===== src/rtl/fifo_uart_pkg.sv =====
// rtl/fifo_uart_pkg.sv - shared types and constants for the FIFO-fed serial transmitter
package fifo_uart_pkg;

  typedef enum logic [2:0] {
    IDLE,
    POP,
    LOAD,
    START,
    DATA,
    STOP,
    PARITY
  } state_t;

  localparam int   DATA_W          = 8;
  localparam logic START_BIT       = 1'b0;
  localparam logic STOP_BIT        = 1'b1;
  localparam int   FRAME_BITS_BASE = 10;

endpackage


===== src/rtl/uart_baud_tick.sv =====
// rtl/uart_baud_tick.sv - per-bit cycle counter; tick marks the last cycle of each serial bit
module uart_baud_tick #(
  parameter int CLKS_PER_BIT = 16
) (
  input  logic clk,
  input  logic reset,
  input  logic run,
  output logic tick
);

  localparam int CW = (CLKS_PER_BIT > 1) ? $clog2(CLKS_PER_BIT) : 1;
  localparam logic [CW-1:0] LAST = CW'(CLKS_PER_BIT - 1);

  logic [CW-1:0] count;

  // Held at zero whenever not running so every bit period starts fresh.
  always_ff @(posedge clk or negedge reset) begin
    if (!reset) begin
      count <= '0;
    end else if (!run || count == LAST) begin
      count <= '0;
    end else begin
      count <= count + 1'b1;
    end
  end

  assign tick = run && (count == LAST);

endmodule


===== src/rtl/fifo_uart_tx.sv =====
// rtl/fifo_uart_tx.sv - pops bytes from sync_fifo and sends them as 8N1 serial frames
// Define FIFO_UART_TX_PARITY_EN to insert an even-parity bit before the stop bit.
module fifo_uart_tx #(
  parameter int CLKS_PER_BIT = 16,
  parameter int DATA_W       = fifo_uart_pkg::DATA_W
) (
  input  logic              clk,
  input  logic              reset,
  input  logic              empty,
  output logic              read_en,
  input  logic [DATA_W-1:0] read_data,
  input  logic              tx_enable,
  output logic              tx,
  output logic              busy
);

  import fifo_uart_pkg::*;

  state_t            state, next_state;
  logic [DATA_W-1:0] shift_q;
  logic [2:0]        bit_idx, idx_d;
  logic              tx_d, read_en_d, busy_d;
  logic              run, tick;

  assign run = (state == START) || (state == DATA) || (state == STOP) || (state == PARITY);

  uart_baud_tick #(.CLKS_PER_BIT(CLKS_PER_BIT)) u_baud (
    .clk   (clk),
    .reset (reset),
    .run   (run),
    .tick  (tick)
  );

  always_ff @(posedge clk or negedge reset) begin
    if (!reset) begin
      state   <= IDLE;
      tx      <= STOP_BIT;
      read_en <= 1'b0;
      busy    <= 1'b0;
      shift_q <= '0;
      bit_idx <= '0;
    end else begin
      state   <= next_state;
      tx      <= tx_d;
      read_en <= read_en_d;
      busy    <= busy_d;
      bit_idx <= idx_d;
      // FIFO data is valid the cycle after the pop, which is the LOAD cycle.
      if (state == LOAD) begin
        shift_q <= read_data;
      end
    end
  end

  always_comb begin
    next_state = state;
    idx_d      = bit_idx;
    case (state)
      IDLE:  if (!empty && tx_enable) next_state = POP;
      POP:   next_state = LOAD;
      LOAD:  next_state = START;
      START: if (tick) begin
        next_state = DATA;
        idx_d      = 3'd0;
      end
      DATA:  if (tick) begin
        if (bit_idx == 3'(DATA_W - 1)) begin
`ifdef FIFO_UART_TX_PARITY_EN
          next_state = PARITY;
`else
          next_state = STOP;
`endif
        end else begin
          idx_d = bit_idx + 3'd1;
        end
      end
`ifdef FIFO_UART_TX_PARITY_EN
      PARITY: if (tick) next_state = STOP;
`endif
      STOP:  if (tick) next_state = IDLE;
      default: next_state = IDLE;
    endcase
  end

  // Outputs are decoded from the upcoming state so the registers line up with it.
  always_comb begin
    tx_d      = STOP_BIT;
    read_en_d = (next_state == POP);
    busy_d    = (next_state != IDLE);
    case (next_state)
      START:  tx_d = START_BIT;
      DATA:   tx_d = shift_q[idx_d];
`ifdef FIFO_UART_TX_PARITY_EN
      PARITY: tx_d = ^shift_q;
`endif
      default: tx_d = STOP_BIT;
    endcase
  end

endmodule


===== config.mk =====
export PLATFORM = sky130hd
export DESIGN_NAME = fifo_uart_tx
export DESIGN_NICKNAME = d
export VERILOG_FILES = /design/src/rtl/fifo_uart_pkg.sv /design/src/rtl/uart_baud_tick.sv /design/src/rtl/fifo_uart_tx.sv
export SDC_FILE = /design/constraint.sdc
export NUM_CORES = 1
export LEC_CHECK = 0
export BUFFER_PORTS_ARGS = -buffer_cell sky130_fd_sc_hd__buf_2
export CAP_MARGIN = 20
export CORE_MARGIN = 8
export CORE_UTILIZATION = 45
export DETAILED_ROUTE_END_ITERATION = 10
export PLACE_DENSITY_LB_ADDON = 0.2
export REMOVE_ABC_BUFFERS = 1
export SLEW_MARGIN = 25
export SYNTH_ARGS = -nofsm -noshare
export SYNTH_HDL_FRONTEND = slang
export SYNTH_HIERARCHICAL = 1
export SYNTH_SLANG_ARGS = --single-unit
export TNS_END_PERCENT = 30

===== constraint.sdc =====
create_clock -name clk -period 2.9 [get_ports clk]
set_input_delay 0.58 -clock clk [delete_from_list [all_inputs] [get_ports clk]]
set_output_delay 0.58 -clock clk [all_outputs]
set_load 0.02 [all_outputs]

# [Word-level counts from Yosys, hierarchy flattened]
# Cells that the tools add are included.
[totals] reg_bits=21 inputBits=12 output_inout_bits=3
[classes] n_eq_ne=11 muxes=14 n_reduce_logical=10 add_sub_neg=2 order_cmp=1
[op_table] cell="two-way mux 3 bit" n=8
[op_table] cell="one-hot mux 3 bit (6 select lines)" n=1
[op_table] cell="equality test 3 bit (second input constant)" n=5
[op_table] cell="equality test 3 x 2 -> 1 bit (second input constant)" n=3
[op_table] cell="equality test 3 x 1 -> 1 bit (second input constant)" n=2
[op_table] cell="one-hot mux 3 bit (2 select lines)" n=1
[op_table] cell="adder 4 x 1 -> 4 bit (second input constant)" n=1
[op_table] cell="equality test 4 bit (second input constant)" n=1
[op_table] cell="logical OR 1 bit" n=4
[op_table] cell="less-than comparator 3 x 4 -> 1 bit (second input constant)" n=1
[op_table] cell="two-way mux 4 bit" n=1
[op_table] cell="adder 3 x 1 -> 3 bit (second input constant)" n=1
[op_table] cell="binary-select mux 1 bit (select 3 bit)" n=1
[op_table] cell="zero test 3 bit" n=1
[op_table] cell="nonzero test 3 bit" n=1
[op_table] cell="logical AND 1 bit" n=2
[op_table] cell="zero test 1 bit" n=2
[op_table] cell="one-hot mux 1 bit (2 select lines)" n=1
[op_table] cell="two-way mux 1 bit" n=1

# [Longest topological paths before layout]
# Gate-level depths: netlist of run 1.
[depth] ltp_word=10 depth_mapped=14 mapped_depth_nobuf=12

# [Modules after synthesis]
# The synthesis of run 1 kept the hierarchy.
[by_module_without_submodules] module="fifo_uart_tx" cells_each=91 seq_area_each_um2=426.7 area_each_um2=970.9 n_inst=1
[by_module_without_submodules] module="uart_baud_tick" cells_each=15 seq_area_each_um2=100.1 area_each_um2=173.9 n_inst=1

# [Worst setup path after synthesis of run 1]
# Ideal clock, no wire load.
[synth_timing] path_type="flip-flop to flip-flop" startpoint="register state[0]" endpoint="register tx" required_time_ps=2808 path_slack_ps=256 period_less_slack_ps=2644 path_buffers=2 t_arrival_ps=2552 setup_ps=92 stages_incl_launch_ff=15 cell_sequence="dfrtp_1 > clkbuf_1 > nand2_1 > xnor2_1 > inv_1 > nor2_1 > buf_4 > or3b_1 > o211ai_2 > and2_4 > inv_2 > a211oi_1 > o31ai_2 > a21boi_1 > a31oi_1"
[synth_between] elab_chain_cells=10 elab_cells_between_ends=25 classes_between="8 x eq/ne; 12 x mux; 5 x reduce/logical"
[synth_rtl] item="start: declaration" line="fifo_uart_tx.sv:19" text="state_t state, next_state;"
[synth_rtl] item="start signal: assignment" line="fifo_uart_tx.sv:43" text="state <= next_state;"
[synth_rtl] item="equality test 3 x 2 -> 1 bit / equality test 3 bit (equally long branches)" line="fifo_uart_tx.sv:25" text="assign run = (state == START) || (state == DATA) || (state == STOP) || (state == PARITY);"
[synth_rtl] item="logical OR 1 bit (2 in series)" line="fifo_uart_tx.sv:25"
[synth_rtl] item="logical OR 1 bit *" line="fifo_uart_tx.sv:25"
[synth_rtl] item="via run" line="fifo_uart_tx.sv:23" text="logic run, tick;"
[synth_rtl] item="logical AND 1 bit *" line="uart_baud_tick.sv:27" text="assign tick = run && (count == LAST);"
[synth_rtl] item="via tick" line="fifo_uart_tx.sv:23"
[synth_rtl] item="two-way mux 3 bit, on equally long branches" line="fifo_uart_tx.sv:66, fifo_uart_tx.sv:62"
[synth_rtl] item="one-hot mux 3 bit (2 select lines) *" line="fifo_uart_tx.sv:58" text="case (state)"
[synth_rtl] item="via idx_d[1]" line="fifo_uart_tx.sv:21" text="logic [2:0] bit_idx, idx_d;"
[synth_rtl] item="binary-select mux 1 bit (select 3 bit) *" line="fifo_uart_tx.sv:92" text="DATA: tx_d = shift_q[idx_d];"
[synth_rtl] item="two-way mux 1 bit (implied by the code) *" line="fifo_uart_tx.sv:92"
[synth_rtl] item="one-hot mux 1 bit (2 select lines) *" line="fifo_uart_tx.sv:90" text="case (next_state)"
[synth_rtl] item="via tx_d" line="fifo_uart_tx.sv:22" text="logic tx_d, read_en_d, busy_d;"
[synth_rtl] item="end signal: assignment" line="fifo_uart_tx.sv:44" text="tx <= tx_d;"
[synth_rtl] item="end: declaration" line="fifo_uart_tx.sv:13" text="output logic tx,"
# Mark *: on every way through the listed nets, which the timed path passes. The rest lies on a longest branch. The select of a mux whose other input is x is not followed.
# A chain may end at the register's enable or synchronous reset.

# [Worst setup path in the final report of run 1]
[layout_timing] startpoint="register state[2]" endpoint="register tx"
# Same word-level chain as after synthesis.

==> results of run 1 <==
logic make-up after synthesis:
family | count (synthesis) | synth area share [%]
and+or+nand+nor | 35 | 19.5
AOI/OAI and AO/OA | 27 | 17.7
DFF | 21 | 46.0
buffers and inverters | 10 | 4.37
muxes | 9 | 8.74
xor gates and xnor gates | 2 | 1.53
adders and majority gates | 2 | 2.19
cell type report:
type	count	area, um^2	share of cell area (%)
clock buffers	4	26.3	2.06
inverters	6	23.8	1.86
multi-input cells	75	568	44.6
flip-flops and latches	21	527	41.3
well taps	30	37.5	2.94
repair buffers	17	92.6	7.26
worst max-delay path: cells and delay by family (launching register included):
family | cells | cell delay, ns
flops | 1 | 0.52
xor+xnor | 1 | 0.23
buf+inv | 2 | 0.16
compound gates | 5 | 0.84
simple gates | 3 | 0.84
registers in the layout, summed over array words and instances (netlist names):
name / count
shift_q: 8
read_en: 1
state: 3
tx: 1
bit_idx: 3
busy: 1
u_baud/count: 4
metal layers:
metal	wire, um	vias up	share of wire, %
met5	0	-	0
met4	44	0	2.0
met3	71	4	3.2
met2	1140	13	51
met1	989	420	44
li1	-	424	-
through the flow:
stage	hold slack (ns)	cell area [um^2]
floorplan	0.284	1120
global placement	0.463	1250
detailed placement	0.466	1250
CTS	0.219	1270
global route	0.254	1270
finish	0.213	1270
cell usage in the layout, fill, tap and decap left out, types with 3 or more instances in the layout:
cell	Yosys	routed
sky130_fd_sc_hd__a21oi_1	5	5
sky130_fd_sc_hd__a31oi_1	3	3
sky130_fd_sc_hd__and3_1	3	3
sky130_fd_sc_hd__buf_2	0	14
sky130_fd_sc_hd__buf_4	1	3
sky130_fd_sc_hd__clkbuf_4	0	3
sky130_fd_sc_hd__dfrtp_1	20	20
sky130_fd_sc_hd__inv_1	4	4
sky130_fd_sc_hd__mux2_1	8	8
sky130_fd_sc_hd__nand2_1	6	6
sky130_fd_sc_hd__nand3_1	3	3
sky130_fd_sc_hd__nor2_1	7	7
path summary, 6_finish.rpt:
check	endpoint	slack [ns]	cells after the start
max in group asynchronous	tx	2.34	1
worst min register to register	shift_q[5]	0.49	1
worst min-delay path	read_en	0.21	1
min in group clk	shift_q[5]	0.48	2
worst max register to register	tx	0.25	11
worst max-delay path	tx	0.25	11
power breakdown:
part           total, mW  switching [mW]  leakage [nW]  internal (mW)
Clock              0.139          0.0857        0.0150         0.0536
Combinational     0.0245          0.0122         0.335         0.0122
Sequential         0.303         0.00365         0.238          0.300
==> flow_results.xml, run 1 <==
<?xml version="1.0" encoding="UTF-8"?>
<metrics>
  <group name="logic_synthesis">
    <metric name="yosys.cell_types.count" unit="">49</metric>
    <metric name="area_share_of_the_largest_cell_type_after_synthesis" unit="%">43.7</metric>
    <metric name="synthesis_stage_register_bit_count" unit="">21</metric>
    <metric name="post_synth_main_area_contributors" unit="">sky130_fd_sc_hd__dfrtp_1 (44%), sky130_fd_sc_hd__mux2_1 (7.9%), sky130_fd_sc_hd__dfstp_2 (2.3%)</metric>
    <metric name="async_reset_ff_share" unit="%">100</metric>
    <metric name="post-synth-top-count-cell" unit="">sky130_fd_sc_hd__dfrtp_1</metric>
    <metric name="synth.avg_cell_area" unit="um^2">10.8</metric>
    <metric name="synthDominantAreaCellType" unit="">sky130_fd_sc_hd__dfrtp_1</metric>
    <metric name="proportion_of_synthesized_chip_area_in_sequential_cells" unit="%">46.0</metric>
    <metric name="synthFlopType" unit="">sky130_fd_sc_hd__dfrtp_1</metric>
    <metric name="netlist_area" unit="um^2">1140</metric>
    <metric name="yosysWarnings" unit="">6</metric>
    <metric name="synth_edf_count" unit="">0</metric>
    <metric name="synthTopCellsByCount" unit="">sky130_fd_sc_hd__dfrtp_1 (20), sky130_fd_sc_hd__mux2_1 (8), sky130_fd_sc_hd__nor2_1 (7), sky130_fd_sc_hd__nand2_1 (6), sky130_fd_sc_hd__a21oi_1 (5)</metric>
    <metric name="synthCells" unit="">106</metric>
  </group>
  <group name="layout">
    <metric name="finish.utilization" unit="%">51.9</metric>
    <metric name="stdcell_count" unit="">153</metric>
    <metric name="antenna_cells" unit="">0</metric>
    <metric name="fillers" unit="">240</metric>
    <metric name="nNetsFinal" unit="">138</metric>
    <metric name="areaGrowthSynthToFinish" unit="%">11.4</metric>
    <metric name="post_route_cells_drive_above_1_share" unit="%">27.6</metric>
  </group>
  <group name="timing">
    <metric name="setup_ws" unit="ns">0.248</metric>
    <metric name="maxSlewHeadroom" unit="%">55.3</metric>
    <metric name="tightestPinTransition" unit="ns">0.668</metric>
    <metric name="final_worst_path_period_share" unit="%">91.4</metric>
    <metric name="finalHoldViolations" unit="">0</metric>
    <metric name="finalMaxSlewViolations" unit="">0</metric>
    <metric name="rsz0062_at_grt" unit="">false</metric>
    <metric name="setup_viol_count_final" unit="">0</metric>
    <metric name="timing.fmax" unit="MHz">377</metric>
    <metric name="fin_tns_setup" unit="ns">0</metric>
    <metric name="fin_worst_skew" unit="ns">0.000762</metric>
    <metric name="final_period_minus_worst_setup_slack" unit="ns">2.65</metric>
  </group>
  <group name="route">
    <metric name="route.vias.total" unit="">861</metric>
    <metric name="drt_drc_violations_left" unit="">0</metric>
    <metric name="post_drt_wl_per_cell" unit="um">14.6</metric>
    <metric name="dr.pass1.iters" unit="">4</metric>
    <metric name="post_drt_via_cell_ratio" unit="">5.63</metric>
    <metric name="detailedRoute.firstIterationViolations" unit="">30</metric>
    <metric name="drtAntennaViolNets" unit="">0</metric>
    <metric name="totalWireLength" unit="mm">2.24</metric>
  </group>
  <group name="clocking">
    <metric name="worst_setup_hold_path_clk_slew" unit="ns">0.11</metric>
    <metric name="cts_sinks" unit="">21</metric>
    <metric name="clkLatencyLatePin" unit="ns">0.30</metric>
    <metric name="post_cts_resize_count" unit="">0</metric>
    <metric name="root_driver" unit="">sky130_fd_sc_hd__clkbuf_4</metric>
    <metric name="clock_tree_from_tritoncts" unit="">built</metric>
    <metric name="cts_hold_buf" unit="">0</metric>
    <metric name="cts_inserted_buffers" unit="">3</metric>
    <metric name="post-cts-setup-buffer-count" unit="">0</metric>
    <metric name="clock_tree.buffer_depth" unit="">2</metric>
    <metric name="cts.htree.levels" unit="">1</metric>
  </group>
  <group name="global_routing">
    <metric name="grt_first_pass_wirelength" unit="mm">3.96</metric>
    <metric name="grt_remaining_overflow" unit="">0</metric>
    <metric name="grt_util_met1" unit="%">13.7</metric>
    <metric name="grt_antenna_before_repair" unit="">0</metric>
    <metric name="grt_pass1_vias" unit="">857</metric>
    <metric name="grt_usage" unit="%">11.4</metric>
    <metric name="grt_util_met2" unit="%">18.3</metric>
    <metric name="grt_max_degree" unit="">22</metric>
    <metric name="met3_usage" unit="%">2.37</metric>
    <metric name="gr-max-usage-layer" unit="">met2</metric>
  </group>
  <group name="floorplan">
    <metric name="floorplan.io_pins" unit="">15</metric>
    <metric name="std_cell_rows" unit="">18</metric>
    <metric name="start_util" unit="%">46.6</metric>
    <metric name="die_area" unit="um^2">4410</metric>
    <metric name="fp.dieW" unit="um">66.4</metric>
    <metric name="vertical_extent_of_the_die" unit="um">66.4</metric>
    <metric name="design.core.area" unit="um^2">2450</metric>
  </group>
  <group name="setup_path">
    <metric name="regToRegStartpoint" unit="">state[2]</metric>
    <metric name="timing.critical_path.slowest_stage_cell" unit="">sky130_fd_sc_hd__dfrtp_1</metric>
    <metric name="cp_data_arrival_time" unit="ns">2.88</metric>
    <metric name="worst_path_largest_cell_delay" unit="ns">0.52</metric>
    <metric name="critPathKind" unit="">flop to flop</metric>
    <metric name="crit_path_start_kind" unit="">flop</metric>
    <metric name="path_max_fanout" unit="">12</metric>
    <metric name="path_cells" unit="">xnor2_1, inv_1, nor2_1, or3b_1, o211ai_2, and2_4, inv_2, a211oi_1, o31ai_2, a21boi_1, a31oi_1</metric>
    <metric name="worst_ep_required_time" unit="ns">3.13</metric>
    <metric name="critical_path.endpoint_type" unit="">flop</metric>
    <metric name="crit_start" unit="">state[2]</metric>
  </group>
  <group name="placed_design">
    <metric name="dpl.cell_count" unit="">149</metric>
    <metric name="half_perimeter_wire_length_after_detailed_placement" unit="mm">1.69</metric>
    <metric name="placement.io_buffers" unit="">14</metric>
    <metric name="gp_congestion" unit="">0.868</metric>
    <metric name="detailedPlace.worstSlack" unit="ns">0.265</metric>
  </group>
  <group name="job">
    <metric name="drv_cap" unit="">0</metric>
  </group>
  <group name="power_and_ir_drop">
    <metric name="p_total" unit="mW">0.467</metric>
    <metric name="p_leak" unit="nW">0.588</metric>
    <metric name="power.density_cell_area" unit="nW/um^2">366</metric>
    <metric name="ir_drop" unit="V">0.000292</metric>
  </group>
  <group name="status">
    <metric name="status" unit="">finished clean</metric>
  </group>
  <group name="hold_path">
    <metric name="holdCritPathClass" unit="">input pin to asynchronous set/reset pin</metric>
  </group>
</metrics>
Power figures use the tool's default switching activity.
==> run 2, diff against run 1 <==
--- a/config.mk
+++ b/config.mk
@@ -12,7 +12,7 @@
 export DETAILED_ROUTE_END_ITERATION = 10
 export PLACE_DENSITY_LB_ADDON = 0.2
 export REMOVE_ABC_BUFFERS = 1
-export SLEW_MARGIN = 25
+export SLEW_MARGIN = 15
 export SYNTH_ARGS = -nofsm -noshare
 export SYNTH_HDL_FRONTEND = slang
 export SYNTH_HIERARCHICAL = 1
==> constraint.sdc (replaced) <==
create_clock -name clk -period 2.3 [get_ports clk]
set_input_delay 0.46 -clock clk [delete_from_list [all_inputs] [get_ports clk]]
set_output_delay 0.46 -clock clk [all_outputs]
set_load 0.02 [all_outputs]
==> flow_results.xml, run 2 (synthesized netlist as in run 1, its figures left out) <==
<?xml version="1.0" encoding="UTF-8"?>
<metrics>
  <group name="timing">
    <metric name="setup_viol_count_final" unit="">1</metric>
    <metric name="timing.fmax" unit="MHz">417</metric>
    <metric name="tightestPinTransition" unit="ns">0.665</metric>
    <metric name="final_worst_path_period_share" unit="%">104</metric>
    <metric name="setup_ws" unit="ns">-0.100</metric>
    <metric name="holdWs" unit="ns">0.0745</metric>
    <metric name="fin_tns_setup" unit="ns">-0.100</metric>
    <metric name="finalMaxSlewViolations" unit="">0</metric>
    <metric name="maxSlewHeadroom" unit="%">55.5</metric>
    <metric name="fin_worst_skew" unit="ns">0.0129</metric>
    <metric name="final_period_minus_worst_setup_slack" unit="ns">2.40</metric>
    <metric name="finalHoldViolations" unit="">0</metric>
    <metric name="rsz0062_at_grt" unit="">true</metric>
  </group>
  <group name="power_and_ir_drop">
    <metric name="p_total" unit="mW">0.598</metric>
    <metric name="power.density_cell_area" unit="nW/um^2">413</metric>
    <metric name="p_leak" unit="nW">0.679</metric>
    <metric name="ir_drop" unit="V">0.000413</metric>
  </group>
  <group name="setup_path">
    <metric name="worst_ep_required_time" unit="ns">2.55</metric>
    <metric name="regToRegStartpoint" unit="">state[0]</metric>
    <metric name="critical_path.endpoint_type" unit="">flop</metric>
    <metric name="reg2regPathDepth" unit="">12</metric>
    <metric name="cp_data_arrival_time" unit="ns">2.65</metric>
    <metric name="timing.rr.end" unit="">tx</metric>
    <metric name="path_max_fanout" unit="">4</metric>
    <metric name="regToRegSetupSlack" unit="ns">-0.10</metric>
    <metric name="crit_path_start_kind" unit="">flop</metric>
    <metric name="critPathKind" unit="">flop to flop</metric>
  </group>
  <group name="placed_design">
    <metric name="dpl.cell_count" unit="">160</metric>
    <metric name="half_perimeter_wire_length_after_detailed_placement" unit="mm">1.72</metric>
    <metric name="dpl-instance-area" unit="um^2">1330</metric>
    <metric name="gp_congestion" unit="">0.788</metric>
    <metric name="detailedPlace.worstSlack" unit="ns">-0.0263</metric>
    <metric name="placement.io_buffers" unit="">14</metric>
  </group>
  <group name="clocking">
    <metric name="cts_inserted_buffers" unit="">3</metric>
    <metric name="root_driver" unit="">sky130_fd_sc_hd__clkbuf_4</metric>
    <metric name="clkLatencyLatePin" unit="ns">0.31</metric>
    <metric name="cts_sinks" unit="">21</metric>
    <metric name="worst_setup_hold_path_clk_slew" unit="ns">0.13</metric>
    <metric name="clock_tree.buffer_depth" unit="">2</metric>
    <metric name="clock_tree_from_tritoncts" unit="">built</metric>
    <metric name="cts.htree.levels" unit="">1</metric>
  </group>
  <group name="layout">
    <metric name="post_route_cells_drive_above_1_share" unit="%">45.7</metric>
    <metric name="final_cell_area" unit="um^2">1450</metric>
    <metric name="layout.cells.most_common_list" unit="">sky130_fd_sc_hd__dfrtp_1 (20), sky130_fd_sc_hd__buf_4 (18), sky130_fd_sc_hd__buf_2 (14), sky130_fd_sc_hd__mux2_1 (8), sky130_fd_sc_hd__nor2_1 (6)</metric>
    <metric name="largest_register_ff_count" unit="">8</metric>
    <metric name="mostFrequentLayoutCell" unit="">sky130_fd_sc_hd__dfrtp_1</metric>
    <metric name="nNetsFinal" unit="">153</metric>
    <metric name="stdcell_count" unit="">168</metric>
    <metric name="reg_top3" unit="">shift_q x8, u_baud/count x4</metric>
    <metric name="top_register" unit="">shift_q</metric>
    <metric name="finish.utilization" unit="%">59.0</metric>
    <metric name="areaGrowthSynthToFinish" unit="%">26.4</metric>
    <metric name="antenna_cells" unit="">0</metric>
  </group>
  <group name="route">
    <metric name="dr.pass1.iters" unit="">5</metric>
    <metric name="post_drt_wl_per_cell" unit="um">14.6</metric>
    <metric name="drtAntennaViolNets" unit="">0</metric>
    <metric name="detailedRoute.firstIterationViolations" unit="">40</metric>
    <metric name="route.vias.total" unit="">935</metric>
    <metric name="post_drt_via_cell_ratio" unit="">5.57</metric>
    <metric name="drt_drc_violations_left" unit="">0</metric>
    <metric name="totalWireLength" unit="mm">2.46</metric>
  </group>
  <group name="global_routing">
    <metric name="grt_max_degree" unit="">22</metric>
    <metric name="grt_usage" unit="%">12.2</metric>
    <metric name="grt_first_pass_wirelength" unit="mm">4.15</metric>
    <metric name="grt_pass1_vias" unit="">923</metric>
    <metric name="grt_remaining_overflow" unit="">0</metric>
    <metric name="grt_antenna_before_repair" unit="">0</metric>
  </group>
  <group name="floorplan">
    <metric name="design.core.area" unit="um^2">2450</metric>
    <metric name="std_cell_rows" unit="">18</metric>
    <metric name="die_area" unit="um^2">4410</metric>
    <metric name="floorplan.io_pins" unit="">15</metric>
    <metric name="fp.dieW" unit="um">66.4</metric>
    <metric name="vertical_extent_of_the_die" unit="um">66.4</metric>
    <metric name="start_util" unit="%">46.6</metric>
  </group>
  <group name="job">
    <metric name="drv_cap" unit="">0</metric>
  </group>
  <group name="hold_path">
    <metric name="holdCritPathClass" unit="">input pin to asynchronous set/reset pin</metric>
  </group>
  <group name="status">
    <metric name="status" unit="">finished with violations</metric>
    <metric name="violated_checks" unit="">negative setup slack</metric>
  </group>
</metrics>
[run 2: cell types whose count changed in the layout (fill, tap and decap cells not counted), moves of 2 or more]
cell                       delta
sky130_fd_sc_hd__nand3_2      +2
sky130_fd_sc_hd__a211oi_2     +2
sky130_fd_sc_hd__nand3_1      -2
sky130_fd_sc_hd__buf_4       +15
sky130_fd_sc_hd__a211oi_1     -2
[run 2: critical path: stages, from the launching register on]
cell	delay [ns]
sky130_fd_sc_hd__dfrtp_1	0.38
sky130_fd_sc_hd__nand2_2	0.07
sky130_fd_sc_hd__xnor2_2	0.18
sky130_fd_sc_hd__inv_2	0.07
sky130_fd_sc_hd__nor2_4	0.13
sky130_fd_sc_hd__or3b_4	0.39
sky130_fd_sc_hd__o211ai_2	0.21
sky130_fd_sc_hd__and2_4	0.20
sky130_fd_sc_hd__buf_4	0.11
sky130_fd_sc_hd__a211oi_2	0.03
sky130_fd_sc_hd__a211o_1	0.27
sky130_fd_sc_hd__a21boi_1	0.13
sky130_fd_sc_hd__a31oi_1	0.16
[run 2: metal layers]
metal	track usage [%]	share of wire (%)
met5	0	0
met4	5.60	1.7
met3	2.88	4.5
met2	21.0	50
met1	13.9	43
[run 2: worst max-delay path by stage]
stage                               start  end  slack (ns)
after floorplan                  state[0]   tx       -0.31
after global placement           state[2]   tx       0.001
after detailed placement  u_baud/count[0]   tx       -0.03
after CTS                 u_baud/count[1]   tx       0.006
after global routing             state[0]   tx       -0.23
final                            state[0]   tx       -0.10
[run 2: power by group]
part / switching [mW] / leakage (nW) / total (mW) / internal [mW]
registers: 0.00479 / 0.238 / 0.383 / 0.378
clock network: 0.118 / 0.0177 / 0.183 / 0.0650
logic: 0.0160 / 0.424 / 0.0323 / 0.0163
[run 2: what timing repair did]
item                                    CTS  global route
hold buffers                              0             0
endpoints found under the setup margin    1             1
resized for setup                         8             7
buffers inserted                          1             3
pin swaps                                 3             6
[run 2: final cells by class]
class	instances	area [um^2]
multi-input combinational	75	627
inverter	6	23.8
clock inverter	1	5.00
fill	210	1010
timing repair buffer	32	205
sequential	21	527
tap	30	37.5
clock buffer	3	22.5
